## src/rtl/menu_ctrl_param_pkg.sv

```systemverilog
`default_nettype none
// ============================================================================
//  Module      : menu_pkg
//  Description : Shared key codes, controller state encoding and CLOG2 helper
//                for the parametrised menu controller.
//  Revision    : 1.0 - initial release
// ============================================================================
package menu_pkg;

  localparam logic [7:0] KEY_ESC   = 8'h1B;
  localparam logic [7:0] KEY_ENTER = 8'h0D;
  localparam logic [7:0] KEY_W     = 8'h77;
  localparam logic [7:0] KEY_A     = 8'h61;
  localparam logic [7:0] KEY_S     = 8'h73;
  localparam logic [7:0] KEY_D     = 8'h64;
  localparam logic [7:0] KEY_0     = 8'h30;

  typedef enum logic [0:0] {
    ST_RUN  = 1'b0,
    ST_MENU = 1'b1
  } state_e;

  // Ceiling log2 with a floor of 1 so a cursor always has at least one bit.
  function automatic int CLOG2(input int n);
    int r;
    r = 1;
    for (int i = 1; i < 31; i++) begin
      if ((1 << i) < n) r = i + 1;
    end
    return r;
  endfunction

endpackage
`default_nettype wire

```

## src/rtl/menu_ctrl_param_if.sv

```systemverilog
`default_nettype none
// ============================================================================
//  Module      : menu_ctrl_param_if
//  Description : VGA pixel bus (counters, syncs, colour) between pipeline
//                stages.
//  Revision    : 1.0 - initial release
// ============================================================================
interface menu_ctrl_param_if;
  logic [15:0] hcount;
  logic [15:0] vcount;
  logic        hsync;
  logic        vsync;
  logic [11:0] rgb;

  modport master (output hcount, vcount, hsync, vsync, rgb);
  modport slave  (input  hcount, vcount, hsync, vsync, rgb);
endinterface
`default_nettype wire

```

## src/rtl/menu_ctrl_param_overlay_pipe.sv

```systemverilog
`default_nettype none
// ============================================================================
//  Module      : menu_overlay_pipe
//  Description : Two-stage video pipeline; stage 1 classifies the pixel
//                against the menu panel and cursor row, stage 2 composites.
//  Revision    : 1.0 - initial release
// ============================================================================
module menu_overlay_pipe
  import menu_pkg::*;
#(
  parameter int          NUM_ITEMS    = 4,
  parameter int          MENU_X       = 448,
  parameter int          MENU_Y       = 256,
  parameter int          MENU_W       = 128,
  parameter int          ROW_H        = 16,
  parameter logic [11:0] BG_COLOR     = 12'h333,
  parameter logic [11:0] HILITE_COLOR = 12'h555
) (
  input  wire logic                           clk,
  input  wire logic                           rst,
  input  wire logic                           menu_active,
  input  wire logic [CLOG2(NUM_ITEMS)-1:0]    cursor,
  menu_ctrl_param_if.slave                    vin,
  menu_ctrl_param_if.master                   vout
);

  localparam int CW = CLOG2(NUM_ITEMS);

  logic [31:0]   h_ext, v_ext;
  logic          in_panel;
  logic [CW-1:0] row;

  logic [15:0] s1_h_q, s1_h_d, s1_v_q, s1_v_d, s2_h_q, s2_h_d, s2_v_q, s2_v_d;
  logic        s1_hs_q, s1_hs_d, s1_vs_q, s1_vs_d, s2_hs_q, s2_hs_d, s2_vs_q, s2_vs_d;
  logic [11:0] s1_rgb_q, s1_rgb_d, s2_rgb_q, s2_rgb_d;
  logic        s1_paint_q, s1_paint_d, s1_hit_q, s1_hit_d;

  assign h_ext = {16'd0, vin.hcount};
  assign v_ext = {16'd0, vin.vcount};

  // Panel bounds and row index; the row comes from a ladder of row-boundary
  // compares so no divider is needed.
  always_comb begin
    in_panel = (h_ext >= 32'(MENU_X)) && (h_ext < 32'(MENU_X + MENU_W)) &&
               (v_ext >= 32'(MENU_Y)) && (v_ext < 32'(MENU_Y + NUM_ITEMS * ROW_H));
    row = '0;
    for (int i = 1; i < NUM_ITEMS; i++) begin
      if (v_ext >= 32'(MENU_Y + i * ROW_H)) row = i[CW-1:0];
    end
  end

  // Next values for both stages; menu state is captured alongside the pixel.
  always_comb begin
    s1_h_d     = vin.hcount;
    s1_v_d     = vin.vcount;
    s1_hs_d    = vin.hsync;
    s1_vs_d    = vin.vsync;
    s1_rgb_d   = vin.rgb;
    s1_paint_d = menu_active && in_panel;
    s1_hit_d   = (row == cursor);
    s2_h_d     = s1_h_q;
    s2_v_d     = s1_v_q;
    s2_hs_d    = s1_hs_q;
    s2_vs_d    = s1_vs_q;
    s2_rgb_d   = s1_rgb_q;
    if (s1_paint_q) s2_rgb_d = s1_hit_q ? HILITE_COLOR : BG_COLOR;
  end

  // Pipeline registers; reset blanks both stages.
  always_ff @(posedge clk) begin
    if (rst) begin
      s1_h_q <= '0; s1_v_q <= '0; s1_hs_q <= 1'b0; s1_vs_q <= 1'b0; s1_rgb_q <= '0;
      s1_paint_q <= 1'b0; s1_hit_q <= 1'b0;
      s2_h_q <= '0; s2_v_q <= '0; s2_hs_q <= 1'b0; s2_vs_q <= 1'b0; s2_rgb_q <= '0;
    end else begin
      s1_h_q <= s1_h_d; s1_v_q <= s1_v_d; s1_hs_q <= s1_hs_d; s1_vs_q <= s1_vs_d;
      s1_rgb_q <= s1_rgb_d; s1_paint_q <= s1_paint_d; s1_hit_q <= s1_hit_d;
      s2_h_q <= s2_h_d; s2_v_q <= s2_v_d; s2_hs_q <= s2_hs_d; s2_vs_q <= s2_vs_d;
      s2_rgb_q <= s2_rgb_d;
    end
  end

  assign vout.hcount = s2_h_q;
  assign vout.vcount = s2_v_q;
  assign vout.hsync  = s2_hs_q;
  assign vout.vsync  = s2_vs_q;
  assign vout.rgb    = s2_rgb_q;

endmodule
`default_nettype wire

```

## src/rtl/menu_ctrl_param.sv

```systemverilog
`default_nettype none
// ============================================================================
//  Module      : menu_ctrl_param
//  Description : Parametrised settings menu: key FSM with hold-off, cursor,
//                adjustable value bank and video overlay.
//  Revision    : 1.0 - initial release
// ============================================================================
module menu_ctrl_param
  import menu_pkg::*;
#(
  parameter int                         NUM_ITEMS    = 4,
  parameter int                         VAL_W        = 4,
  // Item 0 in the LSBs: item1 = F, all others 0.
  parameter logic [NUM_ITEMS*VAL_W-1:0] INIT_VALUES  = 16'h00F0,
  parameter int                         WRAP         = 1,
  parameter int                         HOLDOFF      = 4,
  parameter int                         MENU_X       = 448,
  parameter int                         MENU_Y       = 256,
  parameter int                         MENU_W       = 128,
  parameter int                         ROW_H        = 16,
  parameter logic [11:0]                BG_COLOR     = 12'h333,
  parameter logic [11:0]                HILITE_COLOR = 12'h555
) (
  input  wire logic                          clk,
  input  wire logic                          rst,
  input  wire logic [7:0]                    key,
  menu_ctrl_param_if.slave                   vid_in,
  menu_ctrl_param_if.master                  vid_out,
  output logic                               menu_active,
  output logic                               game_start,
  output logic [CLOG2(NUM_ITEMS)-1:0]        cursor,
  output logic [NUM_ITEMS*VAL_W-1:0]         values
);

  localparam int CW = CLOG2(NUM_ITEMS);

  state_e                     state_q, state_d;
  logic                       game_start_q, game_start_d;
  logic [CW-1:0]              cursor_q, cursor_d;
  logic [NUM_ITEMS*VAL_W-1:0] values_q, values_d;
  logic [7:0]                 hold_q, hold_d;
  logic                       accept;
  int                         sel;
  int                         key_int;

  // One step up or down, wrapping or clamping at the value range ends.
  function automatic logic [VAL_W-1:0] bump(input logic [VAL_W-1:0] v, input logic up);
    if (up) begin
      if (WRAP == 0 && (&v)) return v;
      return v + 1'b1;
    end
    if (WRAP == 0 && v == '0) return v;
    return v - 1'b1;
  endfunction

  // Key decode, hold-off and next state for cursor, values and flags.
  always_comb begin
    state_d      = state_q;
    game_start_d = game_start_q;
    cursor_d     = cursor_q;
    values_d     = values_q;
    hold_d       = (hold_q != 8'd0) ? hold_q - 8'd1 : hold_q;
    accept       = (key != 8'd0) && (hold_q == 8'd0);
    sel          = int'(cursor_q);
    key_int      = int'({24'd0, key});
    if (accept) begin
      hold_d = 8'(HOLDOFF);
      if (state_q == ST_RUN) begin
        if (key == KEY_ESC)        state_d      = ST_MENU;
        else if (key == KEY_ENTER) game_start_d = 1'b1;
      end else begin
        case (key)
          KEY_ESC: state_d  = ST_RUN;
          KEY_W:   cursor_d = (cursor_q == '0) ? CW'(NUM_ITEMS - 1) : cursor_q - 1'b1;
          KEY_S:   cursor_d = (cursor_q == CW'(NUM_ITEMS - 1)) ? '0 : cursor_q + 1'b1;
          KEY_D:   values_d[sel*VAL_W +: VAL_W] = bump(values_q[sel*VAL_W +: VAL_W], 1'b1);
          KEY_A:   values_d[sel*VAL_W +: VAL_W] = bump(values_q[sel*VAL_W +: VAL_W], 1'b0);
          default: begin
            // Legacy direct keys '1'..N bump the matching item.
            if (key_int > int'(KEY_0) && key_int <= int'(KEY_0) + NUM_ITEMS) begin
              sel = key_int - int'(KEY_0) - 1;
              values_d[sel*VAL_W +: VAL_W] = bump(values_q[sel*VAL_W +: VAL_W], 1'b1);
            end
          end
        endcase
      end
    end
  end

  // Control registers; reset wins over any key in the same cycle.
  always_ff @(posedge clk) begin
    if (rst) begin
      state_q      <= ST_RUN;
      game_start_q <= 1'b0;
      cursor_q     <= '0;
      values_q     <= INIT_VALUES;
      hold_q       <= 8'd0;
    end else begin
      state_q      <= state_d;
      game_start_q <= game_start_d;
      cursor_q     <= cursor_d;
      values_q     <= values_d;
      hold_q       <= hold_d;
    end
  end

  assign menu_active = (state_q == ST_MENU);
  assign game_start  = game_start_q;
  assign cursor      = cursor_q;
  assign values      = values_q;

  menu_overlay_pipe #(
    .NUM_ITEMS    (NUM_ITEMS),
    .MENU_X       (MENU_X),
    .MENU_Y       (MENU_Y),
    .MENU_W       (MENU_W),
    .ROW_H        (ROW_H),
    .BG_COLOR     (BG_COLOR),
    .HILITE_COLOR (HILITE_COLOR)
  ) u_overlay (
    .clk         (clk),
    .rst         (rst),
    .menu_active (menu_active),
    .cursor      (cursor_q),
    .vin         (vid_in),
    .vout        (vid_out)
  );

endmodule
`default_nettype wire

```

## src/flat_wrapper.sv

```systemverilog
// flat-port wrapper written by rule: the top's interface ports become plain ports
module menu_ctrl_param_flat import menu_pkg::*;
#(
  parameter int                         NUM_ITEMS    = 4,
  parameter int                         VAL_W        = 4,
                                                 
  parameter logic [NUM_ITEMS*VAL_W-1:0] INIT_VALUES  = 16'h00F0,
  parameter int                         WRAP         = 1,
  parameter int                         HOLDOFF      = 4,
  parameter int                         MENU_X       = 448,
  parameter int                         MENU_Y       = 256,
  parameter int                         MENU_W       = 128,
  parameter int                         ROW_H        = 16,
  parameter logic [11:0]                BG_COLOR     = 12'h333,
  parameter logic [11:0]                HILITE_COLOR = 12'h555
)
  (clk, rst, key, menu_active, game_start, cursor, values, vid_in_hcount, vid_in_vcount, vid_in_hsync, vid_in_vsync, vid_in_rgb, vid_out_hcount, vid_out_vcount, vid_out_hsync, vid_out_vsync, vid_out_rgb);
  menu_ctrl_param_if vid_in_i ();
  menu_ctrl_param_if vid_out_i ();
  input  wire logic clk;
  input  wire logic rst;
  input  wire logic [7:0] key;
  output logic menu_active;
  output logic game_start;
  output logic [CLOG2(NUM_ITEMS)-1:0] cursor;
  output logic [NUM_ITEMS*VAL_W-1:0] values;
  input wire logic [$bits(vid_in_i.hcount)-1:0] vid_in_hcount;
  input wire logic [$bits(vid_in_i.vcount)-1:0] vid_in_vcount;
  input wire logic [$bits(vid_in_i.hsync)-1:0] vid_in_hsync;
  input wire logic [$bits(vid_in_i.vsync)-1:0] vid_in_vsync;
  input wire logic [$bits(vid_in_i.rgb)-1:0] vid_in_rgb;
  output wire logic [$bits(vid_out_i.hcount)-1:0] vid_out_hcount;
  output wire logic [$bits(vid_out_i.vcount)-1:0] vid_out_vcount;
  output wire logic [$bits(vid_out_i.hsync)-1:0] vid_out_hsync;
  output wire logic [$bits(vid_out_i.vsync)-1:0] vid_out_vsync;
  output wire logic [$bits(vid_out_i.rgb)-1:0] vid_out_rgb;
  assign vid_in_i.hcount = vid_in_hcount;
  assign vid_in_i.vcount = vid_in_vcount;
  assign vid_in_i.hsync = vid_in_hsync;
  assign vid_in_i.vsync = vid_in_vsync;
  assign vid_in_i.rgb = vid_in_rgb;
  assign vid_out_hcount = vid_out_i.hcount;
  assign vid_out_vcount = vid_out_i.vcount;
  assign vid_out_hsync = vid_out_i.hsync;
  assign vid_out_vsync = vid_out_i.vsync;
  assign vid_out_rgb = vid_out_i.rgb;
  menu_ctrl_param #(.NUM_ITEMS(NUM_ITEMS), .VAL_W(VAL_W), .INIT_VALUES(INIT_VALUES), .WRAP(WRAP), .HOLDOFF(HOLDOFF), .MENU_X(MENU_X), .MENU_Y(MENU_Y), .MENU_W(MENU_W), .ROW_H(ROW_H), .BG_COLOR(BG_COLOR), .HILITE_COLOR(HILITE_COLOR)) u_core (.clk(clk), .rst(rst), .key(key), .vid_in(vid_in_i), .vid_out(vid_out_i), .menu_active(menu_active), .game_start(game_start), .cursor(cursor), .values(values));
endmodule
```

## config.mk

```make
export PLATFORM = sky130hd
export DESIGN_NAME = menu_ctrl_param_flat
export DESIGN_NICKNAME = d
export VERILOG_FILES = /design/src/rtl/menu_ctrl_param_pkg.sv /design/src/rtl/menu_ctrl_param_if.sv /design/src/rtl/menu_ctrl_param_overlay_pipe.sv /design/src/rtl/menu_ctrl_param.sv /design/src/flat_wrapper.sv
export SDC_FILE = /design/constraint.sdc
export NUM_CORES = 1
export LEC_CHECK = 0
export CAP_MARGIN = 15
export CORE_AREA = 2 2 133 135
export CTS_BUF_LIST = sky130_fd_sc_hd__clkbuf_4
export DETAILED_ROUTE_END_ITERATION = 16
export DIE_AREA = 0 0 135 137
export SYNTH_ARGS = -nofsm -noshare
export SYNTH_HDL_FRONTEND = slang
export SYNTH_SLANG_ARGS = --single-unit
```

## constraint.sdc

```tcl
create_clock -name clk -period 10.9 [get_ports clk]
set_input_delay 1.09 -clock clk [delete_from_list [all_inputs] [get_ports clk]]
set_output_delay 1.09 -clock clk [all_outputs]
set_load 0.03 [all_outputs]
```

After elaboration in Yosys (flattened, before gate mapping)
Index checks and enable logic that the tools add are counted.

$add $sub $neg: 11. $lt $le $gt $ge: 9. Eq/ne operators: 8. Shift-type cells: 7. Multiplexer cells: 34. Bitwise gates (word level): 3. Reductions and logical operators: 19.

Operators by type and width (count): indexed part select 4 x 33 -> 16 bit (3); greater-or-equal comparator 16 x 9 -> 1 bit (second input constant) (5); variable shift 4 x 33 -> 16 bit (first input constant) (2); bitwise mux 16 bit (3); one-hot mux 16 bit (3 select lines) (1); 2-to-1 mux 4 bit (9); negator 32 -> 33 bit (1); negator 4 -> 33 bit (1); == test 8 x 7 -> 1 bit (second input constant) (4); indexed part select 16 x 32 -> 4 bit (1); subtractor 30 x 2 -> 30 bit (second input constant) (1); < comparator 16 x 10 -> 1 bit (second input constant) (1); < comparator 16 x 9 -> 1 bit (second input constant) (1); 2-to-1 mux 16 bit (1); nonzero test 8 bit (2); indexed part select 16 x 5 -> 4 bit (1); 2-to-1 mux 12 bit (1); 2-to-1 mux 1 bit (11); 2-to-1 mux 11 bit (1); subtractor 8 x 6 -> 9 bit (second input constant) (1); adder 4 x 1 -> 4 bit (second input constant) (2); == test 8 x 4 -> 1 bit (second input constant) (1); == test 8 x 5 -> 1 bit (second input constant) (1); > comparator 8 x 6 -> 1 bit (second input constant) (1); other kinds (21) (35).

Flip-flop bits (word level): 122.

Longest topological paths before layout
Gate-level depths: netlist of run 1.

Word-level depth: 15. Mapped depth: 18. Gate-level depth less buffers: 16.

Hierarchy
Synthesis of run 1 repeated with hierarchy kept, for this count alone.

Cells, all modules: 664. Area total of the unflattened synthesis: 6017.0 µm².

Modules (own cells, without submodules): menu_ctrl_param (instances 1, cells each 434, area each 3324.4 µm², sequential area each 560.5 µm²); menu_overlay_pipe (instances 1, cells each 230, area each 2692.6 µm², sequential area each 1881.8 µm²).

Least setup slack after synthesis of run 1
Ideal clock, no wire load.

Path type: input port to flip-flop. From: input port key[4]. To: register (tool-made name). Arrival: 5.541 ns. Data required time: 10.777 ns. Path slack: 5.236 ns. Cell stages on the path: 18. Buffers on the path: 3. Path through: buf_4 inv_1 ha_1 or4_1 buf_4 o21bai_1 ha_1 or3_1 nor2_1 nand4_1 nor4_1 a21oi_1 o32ai_2 o21ai_1 or4_1 buf_2 a21oi_2 mux2_1.

RTL lines: start, declared (line flat_wrapper.sv:22) `input wire logic [7:0] key;`.

==> metrics, run 1 <==
post-CTS setup buffer count=0; #FFs+latches synth=122; asr flop ratio synth=0%; worst path cell trace=clkdlybuf4s50_1 -> inv_1 -> ha_1 -> nor4bb_1 -> o21ai_0 -> ha_1 -> or3_1 -> nor2_1 -> nand4_1 -> nor4_1 -> o221ai_1 -> nor3_2 -> o21ai_1 -> or4_1 -> a21oi_2 -> mux2_1; routability congestion estimate=0.927; Synth Instances=764; placed instance count=around 1100; post-synthesis cell type count=81; latest clock arrival within the worst-skew pair=0.52 ns; WL/cell=16.3 um; Most used DFF post-synth=dfxtp_1; Die Y=137 um; Remaining DRCs=0; post-DR vias/cell=between 5 and 6; final cell count without fillers=1107; Seq/Total Area, Yosys=37.3%; Chip Width=approximately 140 um; slew at the pin closest to its max-slew limit=1.09 ns; max-slew violations=0; htree depth=4; Detail Route Antenna Nets=0; Ys Warns=0; final WL=18000 um; CP max stage delay=0.79 ns; Comb power frac=22.0%; DR pass1 iterations=5; status=finished, final reports clean; Critical-path top delay cell=clkdlybuf4s50_1; post-synth net total=around 850; Critical Path AT=7.26 ns; Crit path required time=11.31 ns; Initial Utilization=38.4%; cts hold-fix bufs=0; row count=48; Crit path depth=16; RSZ-0062 raised after global routing=no; clock sinks=122; Routed met3 length=1230 um; internal power=718 uW; Fmax=146 MHz; Clock Skew=0.0164 ns; Initial DRC Count=525; nature of the critical path startpoint=input pin; Hold Path Depth=1; PwrDens=129 nW/um^2; initial antenna violation count=0; first-pass GRT wire length=approximately 29000 um; Sequential Power Share=46.1%; Area Growth Syn to Fin=25.3%; CTS Buf Count=17; Post-Syn Area=6550 um^2; Post-Route Setup TNS=0 ns; Top delay family on crit path=simple AND/OR/NAND/NOR gates; depth of the worst register-to-register path=11; CTS clock-pin slew for the worst setup and hold paths=0.12 ns; Max Cap Viol=0; Relative slew margins=between 20% and 30%; Root Driver=clkbuf_4; final core occ=a little under 50%; die footprint=18500 um^2; Placed Area=7900 um^2; GRT Residual Overflow=0; Leak Pwr=3.01 nW; final hold vios=0; clock buffer depth=2; CTS tree=done; vias after detailed routing=5965; Max Used Layer=met4; Psw=around 340 uW; Layout Nets=949; synthesized area per cell=8.57 um^2; Max FO, Critical Path=17; WL met1=8240 um; final setup vio count=0; vias in the first global route=5379; period utilisation layout=between 60% and 70%; Final Instance Area=8210 um^2; largest net degree at the start of global routing=between 60 and 70; Core ar.=17100 um^2; sw frac=32.0%; PortBufs=121; Worst setup EP type=flop; layout cell share with drive strength beyond 1=between 7 and 8%; critical path type=input pin to flop; DPL Wire Length=13200 um; CP Buf/Inv Count=2; Clock Power Share=32.0%; minimum clock period=a little under 7 ns; peak supply drop=0.0748 mV; CTS resizes=0; Final Power=between 1 and 1.5 mW; Most common cell on crit path=ha_1; I/O Pins=122; met2 WL post-DR=8210 um; GRT Total Usage=19.5%; Hold Crit Class=flop to flop; Post-synth EDFFs=0
path summary, 6_finish.rpt:
check / slack (ns) / from / endpoint
max: 4.05 / key[0] / flop
min: 0.44 / u_core.u_overlay.s1_h_q[8] / u_core.u_overlay.vout.hcount[8]
max reg2reg: 7.42 / u_core.hold_q[0] / flop
min reg2reg: 0.44 / u_core.u_overlay.s1_h_q[8] / u_core.u_overlay.vout.hcount[8]
cells by family after synthesis:
family                     after synthesis  share of synthesized area (%)
muxes                                   22                           4.98
AOI/OAI and AO/OA                      165                           17.5
buffers and inverters                   75                           4.68
DFF                                    122                           37.3
and+or+nand+nor                        336                           28.2
xor gates and xnor gates                19                           2.54
adders and majority gates               25                           4.77
routing by layer:
metal | vias up | global-route usage (%)
met5 | - | 0
met4 | 0 | 6.08
met3 | 35 | 4.81
met2 | 233 | 30.5
met1 | 2751 | 26.6
li1 | 2946 | -
synth_stat cells, drive strengths merged (8+ instances only):
master | instances | area [um^2]
a21oi | 46 | 238
and2 | 9 | 56.3
buf | 14 | 77.6
clkbuf | 27 | 101
dfxtp | 122 | 2440
ha | 25 | 313
inv | 33 | 124
mux2i | 9 | 90.1
mux4 | 8 | 180
nand2 | 41 | 154
nand2b | 13 | 81.3
nand3 | 20 | 105
nand4 | 11 | 83.8
nor2 | 70 | 263
nor2b | 85 | 532
nor3 | 28 | 145
nor4 | 13 | 87.6
o21ai | 26 | 134
o22ai | 9 | 56.3
o31ai | 8 | 65.1
or3 | 12 | 75.1
xnor2 | 14 | 123
worst register-to-register path: cells and delay by family, from the launching register on:
family	cells	cell delay [ns]
buffers and inverters	2	0.22
adders and majority gates	1	0.20
and+or+nand+nor	6	2.02
AOI/OAI and AO/OA	2	0.65
DFF	1	0.33
final cells by class:
class	count	area (um^2)
inverter	34	128
multi-input combinational	567	3800
sequential	122	2440
tap	225	282
timing repair buffer	126	1250
antenna	1	2.50
clock buffer	17	128
fill	1655	8840
clock inverter	15	181
placed cells by master, fill, tap and decap left out, drive strengths merged, types with 5 or more instances in the layout:
cell             n
dfxtp          122
clkdlybuf4s50  120
nor2b           85
nor2            70
a21oi           46
nand2           41
inv             40
nor3            28
o21ai           26
ha              25
nand3           20
clkbuf          17
xnor2           14
nand2b          13
nor4            13
or3             12
nand4           11
mux2i            9
o22ai            9
and2             9
mux4             8
o31ai            8
a31oi            7
o21a             7
a22oi            7
or2              7
and3             6
buf              6
o21bai           5
a211oi           5
xor2             5
a21o             5
o2111ai          5
a2111oi          5
mux2             5
clkinv           5
power by group through the flow:
stage | sequential, mW | combinational, mW | clock [mW]
CTS | 0.487 | 0.233 | 0.349
floorplan | 0.509 | 0.150 | 0
global placement | 0.497 | 0.232 | 0
global route | 0.491 | 0.258 | 0.371
finish | 0.487 | 0.232 | 0.338
detailed placement | 0.497 | 0.231 | 0
stage by stage:
step	hold WS (ns)	setup slack (ns)
after floorplan	0.406	5.24
after global placement	0.411	3.72
after detailed placement	0.414	3.63
after CTS	0.434	4.19
after global routing	0.451	3.44
final	0.437	4.05
Note: power is estimated with default switching activity, not from simulation.
==> run 2, diff against run 1 <==
==> constraint.sdc (replaced) <==
create_clock -name clk -period 6.9 [get_ports clk]
set_input_delay 0.69 -clock clk [delete_from_list [all_inputs] [get_ports clk]]
set_output_delay 0.69 -clock clk [all_outputs]
set_load 0.03 [all_outputs]
==> run 2 against run 1 <==
Compared with the run above:
- clock-buffer cell count rose by 1
- utilization rose by 0.68 points
- total power rose by 68%
- sequential cell count did not move
- non-clock buffer count rose by 8
==> metrics, run 2 (synthesized netlist as in run 1, its figures left out) <==
final hold slack=0.434 ns; PortBufs=121; final WL=18400 um; Clock Skew=0.0176 ns; Die Y=137 um; Max FO, Critical Path=8; Detail Route Antenna Nets=0; Hold Crit Class=flop to flop; period utilisation layout=87.5%; PwrDens=213 nW/um^2; worst path cell trace=clkdlybuf4s50_1 -> inv_1 -> ha_1 -> or4_1 -> o21bai_1 -> ha_1 -> or3_1 -> nor2_1 -> nand4_1 -> nor4_1 -> a21oi_1 -> o32ai_2 -> o21ai_1 -> or4_1 -> a21oi_2 -> mux2_1; Hold Path Depth=1; die footprint=18500 um^2; clock sinks=about 120; final hold vios=0; clock buffer depth=2; CP Buf/Inv Count=2; peak supply drop=approximately 0.12 mV; routability congestion estimate=0.948; htree depth=4; first-pass GRT wire length=a little under 30000 um; Worst setup EP type=flop; Fmax=166 MHz; Layout Nets=957; Min-Delay Endpoint=u_core.u_overlay.vout.vcount[5]; status=finished, final reports clean; post-DR vias/cell=about 5.3; worst hold path startpoint=u_core.u_overlay.s1_v_q[5]; DR pass1 iterations=6; slew at the pin closest to its max-slew limit=0.920 ns; commonest non-fill, non-tap cell in the layout=dfxtp_1; WL/cell=approximately 17 um; Worst R2R Start=u_core.hold_q[0]; most frequent cells in the layout=122 x dfxtp_1, 120 x clkdlybuf4s50_1, 85 x nor2b_1; post-CTS setup buffer count=0; placed instance count=1082; Initial Utilization=38.4%; Max Cap Viol=0; Chip Width=~140 um; Relative slew margins=37.8%; latest clock arrival within the worst-skew pair=0.53 ns; GRT Residual Overflow=0; final setup vio count=0; register-to-register setup slack=3.42 ns; final core occ=48.8%; CTS resizes=0; minimum clock period=6.04 ns; Root Driver=clkbuf_4; CTS tree=done; vias in the first global route=5527; Initial DRC Count=roughly 520; Leak Pwr=3.08 nW; nature of the critical path startpoint=input pin; Placed Area=7960 um^2; Core ar.=17100 um^2; vias after detailed routing=just under 6000; max-slew violations=0; Remaining DRCs=0; critical path type=input pin to flop; CTS clock-pin slew for the worst setup and hold paths=0.12 ns; Final Instance Area=8330 um^2; Critical-path top delay cell=or4_1; CP max stage delay=0.72 ns; Top delay family on crit path=simple AND/OR/NAND/NOR gates; Crit path required time=7.32 ns; RSZ-0062 raised after global routing=no; GRT Total Usage=19.9%; final cell count without fillers=1115; row count=48; Post-Route Setup TNS=0 ns; largest net degree at the start of global routing=71; initial antenna violation count=1; CTS Buf Count=17; I/O Pins=122; layout cell share with drive strength beyond 1=8.77%; Critical Path AT=6.46 ns; DPL Wire Length=approximately 13000 um; Area Growth Syn to Fin=27.1%; depth of the worst register-to-register path=11; cts hold-fix bufs=0
[run 2: per-stage QoR]
step	worst slack [ns]	power, mW
floorplan	1.64	1.04
global placement	0.508	1.16
detailed placement	0.433	1.16
CTS	0.990	1.79
global route	0.598	1.87
finish	0.860	1.78
[run 2: worst reg2reg max path, cell delays in order, from the launching register on]
cell     delay (ns)
dfxtp_1        0.33
inv_1          0.11
ha_1           0.21
nand3_1        0.15
or3_1          0.39
a41oi_1        0.48
nand2_1        0.20
or3_1          0.56
nor4_1         0.44
inv_1          0.12
or2_2          0.31
a31oi_1        0.15
[run 2: power by group]
part           internal, mW  switching, mW
Combinational         0.160          0.213
Sequential            0.749         0.0195
Clock                 0.339          0.295
Total                  1.25          0.528
[run 2: final cells by class]
cell class / instances / area [um^2]
clock inverter: 14 / 230
multi-input combinational: 567 / 3800
antenna: 1 / 2.50
clock buffer: 18 / 135
tap: 225 / 282
sequential: 122 / 2440
timing repair buffer: 134 / 1310
fill: 1668 / 8730
inverter: 34 / 128
[run 2: worst max path at each step]
stage | startpoint | endpoint | slack, ns | cells past startpoint
global route | key[5] | flop | 0.60 | 16
CTS | key[4] | flop | 0.99 | 16
global placement | key[5] | flop | 0.51 | 16
floorplan | key[4] | flop | 1.64 | 18
detailed placement | key[4] | flop | 0.43 | 16
finish | key[4] | flop | 0.86 | 16
[run 2: metal layers]
metal  up-vias  track usage [%]  wire (um)
li1       2950                -          -
met1      2751             27.7       8610
met2       197             30.7       8270
met3        34             4.33       1140
met4         0             6.42        409
met5         -                0          0
